## src/rtl/alu_result_hilo.sv

```systemverilog
// ---------------------------------------------------------------------------
// alu_result_hilo
//
// Output stage of the ALU datapath. Registers the result selected by the
// 6-bit function code (ALU result, shifter output, HI or LO), owns the HI/LO
// product registers and sequences the multi-cycle MULTU operation.
//
// Ports:
//   clk         rising-edge clock
//   reset       asynchronous, active-high reset
//   Signal      6-bit function code
//   ALUOut      32-bit ALU result
//   ShifterOut  32-bit shifter result
//   MulAns      64-bit multiplier product, valid at the end of the busy window
//   dataOut     32-bit registered result to the register-file write port
//   busy        high while a MULTU is in progress
//   hilo_done   one-cycle pulse after HI/LO have been loaded
// ---------------------------------------------------------------------------
module alu_result_hilo #(
    parameter int MUL_CYCLES = 32
) (
    input  logic        clk,
    input  logic        reset,
    input  logic [5:0]  Signal,
    input  logic [31:0] ALUOut,
    input  logic [31:0] ShifterOut,
    input  logic [63:0] MulAns,
    output logic [31:0] dataOut,
    output logic        busy,
    output logic        hilo_done
);

    localparam int CNT_W = (MUL_CYCLES > 1) ? $clog2(MUL_CYCLES) : 1;

    localparam logic [0:0] S_IDLE = 1'b0;
    localparam logic [0:0] S_MUL  = 1'b1;

    localparam logic [5:0] OP_SRL   = 6'd2;
    localparam logic [5:0] OP_MFHI  = 6'd16;
    localparam logic [5:0] OP_MFLO  = 6'd18;
    localparam logic [5:0] OP_MULTU = 6'd25;
    localparam logic [5:0] OP_ADD   = 6'd32;
    localparam logic [5:0] OP_SUB   = 6'd34;
    localparam logic [5:0] OP_AND   = 6'd36;
    localparam logic [5:0] OP_OR    = 6'd37;
    localparam logic [5:0] OP_SLT   = 6'd42;

    localparam logic [CNT_W-1:0] CNT_LAST = CNT_W'(MUL_CYCLES - 1);

    logic [0:0]       state_q, state_d;
    logic [CNT_W-1:0] cnt_q,   cnt_d;
    logic [31:0]      hi_q,    hi_d;
    logic [31:0]      lo_q,    lo_d;
    logic [31:0]      dout_q,  dout_d;
    logic             done_q,  done_d;

    always_comb begin
        state_d = state_q;
        cnt_d   = cnt_q;
        hi_d    = hi_q;
        lo_d    = lo_q;
        dout_d  = dout_q;
        done_d  = 1'b0;

        if (state_q == S_IDLE) begin
            case (Signal)
                OP_ADD, OP_SUB, OP_AND, OP_OR, OP_SLT: dout_d = ALUOut;
                OP_SRL:   dout_d = ShifterOut;
                OP_MFHI:  dout_d = hi_q;
                OP_MFLO:  dout_d = lo_q;
                OP_MULTU: begin
                    dout_d  = '0;
                    cnt_d   = '0;
                    state_d = S_MUL;
                end
                default:  dout_d = '0;
            endcase
        end else begin
            // Signal is ignored and dataOut holds while the multiplier runs.
            cnt_d = cnt_q + 1'b1;
            if (cnt_q == CNT_LAST) begin
                hi_d    = MulAns[63:32];
                lo_d    = MulAns[31:0];
                done_d  = 1'b1;
                cnt_d   = '0;
                state_d = S_IDLE;
            end
        end
    end

    always_ff @(posedge clk or posedge reset) begin
        if (reset) begin
            state_q <= S_IDLE;
            cnt_q   <= '0;
            hi_q    <= '0;
            lo_q    <= '0;
            dout_q  <= '0;
            done_q  <= 1'b0;
        end else begin
            state_q <= state_d;
            cnt_q   <= cnt_d;
            hi_q    <= hi_d;
            lo_q    <= lo_d;
            dout_q  <= dout_d;
            done_q  <= done_d;
        end
    end

    // busy is decoded purely from the state register.
    assign busy      = (state_q == S_MUL);
    assign dataOut   = dout_q;
    assign hilo_done = done_q;

endmodule

```

## config.mk

```make
export PLATFORM = sky130hd
export DESIGN_NAME = alu_result_hilo
export DESIGN_NICKNAME = d
export VERILOG_FILES = /design/src/rtl/alu_result_hilo.sv
export SDC_FILE = /design/constraint.sdc
export NUM_CORES = 1
export LEC_CHECK = 0
export ABC_AREA = 1
export ABC_CLOCK_PERIOD_IN_PS = 3740
export CORE_ASPECT_RATIO = 0.6
export CORE_MARGIN = 4
export CORE_UTILIZATION = 46
export DETAILED_ROUTE_END_ITERATION = 6
export HOLD_SLACK_MARGIN = 0.15
export PLACE_DENSITY = 0.81
export SKIP_CTS_REPAIR_TIMING = 1
export SLEW_MARGIN = 0
export SYNTH_ARGS = -nofsm -noshare
export SYNTH_HDL_FRONTEND = slang
export SYNTH_SLANG_ARGS = --single-unit
```

## constraint.sdc

```tcl
create_clock -name clk -period 3.74 [get_ports clk]
set_clock_uncertainty 0.1 [all_clocks]
set_input_delay 0.561 -clock clk [delete_from_list [all_inputs] [get_ports clk]]
set_output_delay 0.561 -clock clk [all_outputs]
set_load 0.005 [all_outputs]
```

==> flow_metrics.tcl <==
set metrics [dict create \
    status "completed" \
    synth.net_count 816 \
    post-route-min-period_ps 2370 \
    crit_path_end_kind "primary output" \
    routed_wl_um 16500 \
    grt_pass1_vias 5184 \
    core_area_sq_um 10600 \
    worstSkewPairLatency_ps 340 \
    intPower_w 0.00217 \
    max_cap_violations 0 \
    cts.sinks 103 \
    antenna_found_initial 0 \
    crit_required_ps 3080 \
    finalWeightedCongestion 0.980 \
    cts_buffers 9 \
    critical_path.top_delay_family "flip-flops" \
    syn_to_final_growth_pct 41.2 \
    grt-ovfl-total 0 \
    combPwrFrac 0.188 \
    fmax_mhz 422 \
    power.density_nw_per_um2 412 \
    drive_gt1_frac 0.0507 \
    maxSlewViolCount 0 \
    use_met1 0.383 \
    vias 5247 \
    finalNetCount 962 \
    synthCells 678 \
    die-width_um 143 \
    ys_seq_elements 103 \
    r2r-start "cnt_q[0]" \
    critPathSlowestCell "dfrtp_1" \
    cp_max_fo 15 \
    relSlewSlack 0.274 \
    grt_max_degree 66 \
    die_h_um 89.2 \
    wl_per_cell_um 17.1 \
    ir_drop_v 0.000288 \
    crit_end "busy" \
    antenna_cells 0 \
    drtIter0Drc 395 \
    dr.pass1.iters 5 \
    power_w 0.00294 \
    power_frac_clock 0.368 \
    max_stage_delay_ps 730 \
    tightest_slew_ps 1090 \
    final_common_cell "nand2_1" \
    crit_buf_inv 1 \
    period_share 0.634 \
    fin_area_sq_um 7140 \
    seqPwrFrac 0.445 \
    swShare 0.262 \
    hold_viol 0 \
    p_leak_nw 3.60 \
    busiest_layer "met1" \
    synth_cell_types 18 \
    place_area_sq_um 6800 \
    hold_path.class "flop to flop" \
    use_met3 0.0786 \
    path_depth 1 \
    htree_levels 3 \
    track_usage 0.261 \
    nFillCells 882 \
    setup_viol 0 \
    reg2regPathDepth 8 \
    die_area_sq_um 12800 \
    rrSetupSlack_ps 1370 \
    syn-cell-area_sq_um 5060 \
    crit_chain "clkdlybuf4s50_1" \
    drc_errors 0 \
    ant_nets 0 \
    crit_start "busy" \
    initial_core_util 0.476 \
    use_met2 0.381 \
    port_buffers 169 \
    p_switching_w 0.000770 \
    ys_seq_area_frac 0.510 \
    finish.utilization 0.672 \
    crit_type "flop to primary output" \
    syn-mean-instance-area_sq_um 7.46 \
    rr_endpoint "hi_q[24]" \
    grt_pass1_wl_um 26000 \
    max-clock-path-buffers 2 \
    startpoint_type "flop" \
    yosys_warnings 0 \
    cts_tree "yes" \
    crit_arrival_ps 1710 \
    fin_tns_setup_ps 0 \
    io_pins 170 \
    layout_common_cells "365 x nand2_1, 169 x clkdlybuf4s50_1, 103 x dfrtp_1" \
    rows 29 \
    post-dp-hpwl_um 11700 \
    clkTransAtPathRegs_ps 70 \
    rsz0062_at_grt "false" \
    via_per_inst 5.42 \
    clockRootBuffer "clkbuf_16" \
]
-- through the flow --
step           setup slack (ps)  hold WS [ps]  std cells
3_3_place_gp               1250           363        952
5_1_grt                    1110           393        968
4_1_cts                    1360           383        968
3_5_place_dp               1190           365        952
6_report                   1370           382        968
2_1_floorplan               375           349        678
-- area by class of cell --
| cell class | count | area [sq um] | area share |
|---|---|---|---|
| clock inverters | 6 | 108 | 0.0151 |
| clock buffers | 10 | 239 | 0.0335 |
| inverters | 11 | 43.8 | 0.00613 |
| well taps | 139 | 174 | 0.0243 |
| flip-flops and latches | 103 | 2580 | 0.361 |
| repair buffers | 180 | 1790 | 0.250 |
| multi-input cells | 519 | 2210 | 0.310 |
-- kinds of logic after synthesis --
logic type | share of synthesized area
and+or+nand+nor | 0.394
DFF | 0.510
buffers and inverters | 0.0539
AOI/OAI and AO/OA | 0.0359
adders and majority gates | 0.00495
xor gates and xnor gates | 0.00173
-- worst min-delay path by stage --
| stage | startpoint | end | depth (start not counted) |
|---|---|---|---|
| after CTS | dataOut[30] | dataOut[30] | 2 |
| after detailed placement | dataOut[30] | dataOut[30] | 2 |
| after floorplan | hi_q[0] | hi_q[0] | 2 |
| after global placement | hi_q[21] | hi_q[21] | 2 |
| final | dataOut[30] | dataOut[30] | 2 |
| after global routing | dataOut[30] | dataOut[30] | 2 |
-- power by group through the flow --
stage	registers [W]	clock network, W	logic [W]
5_1_grt	0.00132	0.00114	0.000605
6_report	0.00131	0.00108	0.000552
3_5_place_dp	0.00132	0	0.000548
4_1_cts	0.00131	0.00109	0.000551
3_3_place_gp	0.00132	0	0.000533
2_1_floorplan	0.00129	0	0.000255
-- synth_stat cells --
library cell  instances  area share
a21oi_1               1     0.00099
buf_1                 3      0.0022
buf_2                32       0.032
buf_6                 3      0.0067
clkbuf_1              7      0.0052
dfrtp_1             103        0.51
ha_1                  2      0.0049
inv_1                 5      0.0037
inv_2                 6      0.0045
nand2_1             366        0.27
nand3_1              68       0.067
nand4_1              33       0.041
nor2_1                8      0.0059
nor2_2                3      0.0037
nor2_4                2      0.0045
o21ai_1              34       0.034
o22ai_1               1      0.0012
xor2_1                1      0.0017
-- routing by layer --
layer	wire length [um]	up-vias
met2	7090	309
met4	290	0
met3	1880	37
met1	7280	2445
li1	-	2456
met5	0	-
-- flip-flops by register name, indices dropped and copies added, names as in the netlist --
signal and cells:
dataOut 32, hi_q 32, lo_q 32, cnt_q 5, busy 1, hilo_done 1
(Power assumes the default switching activity.)
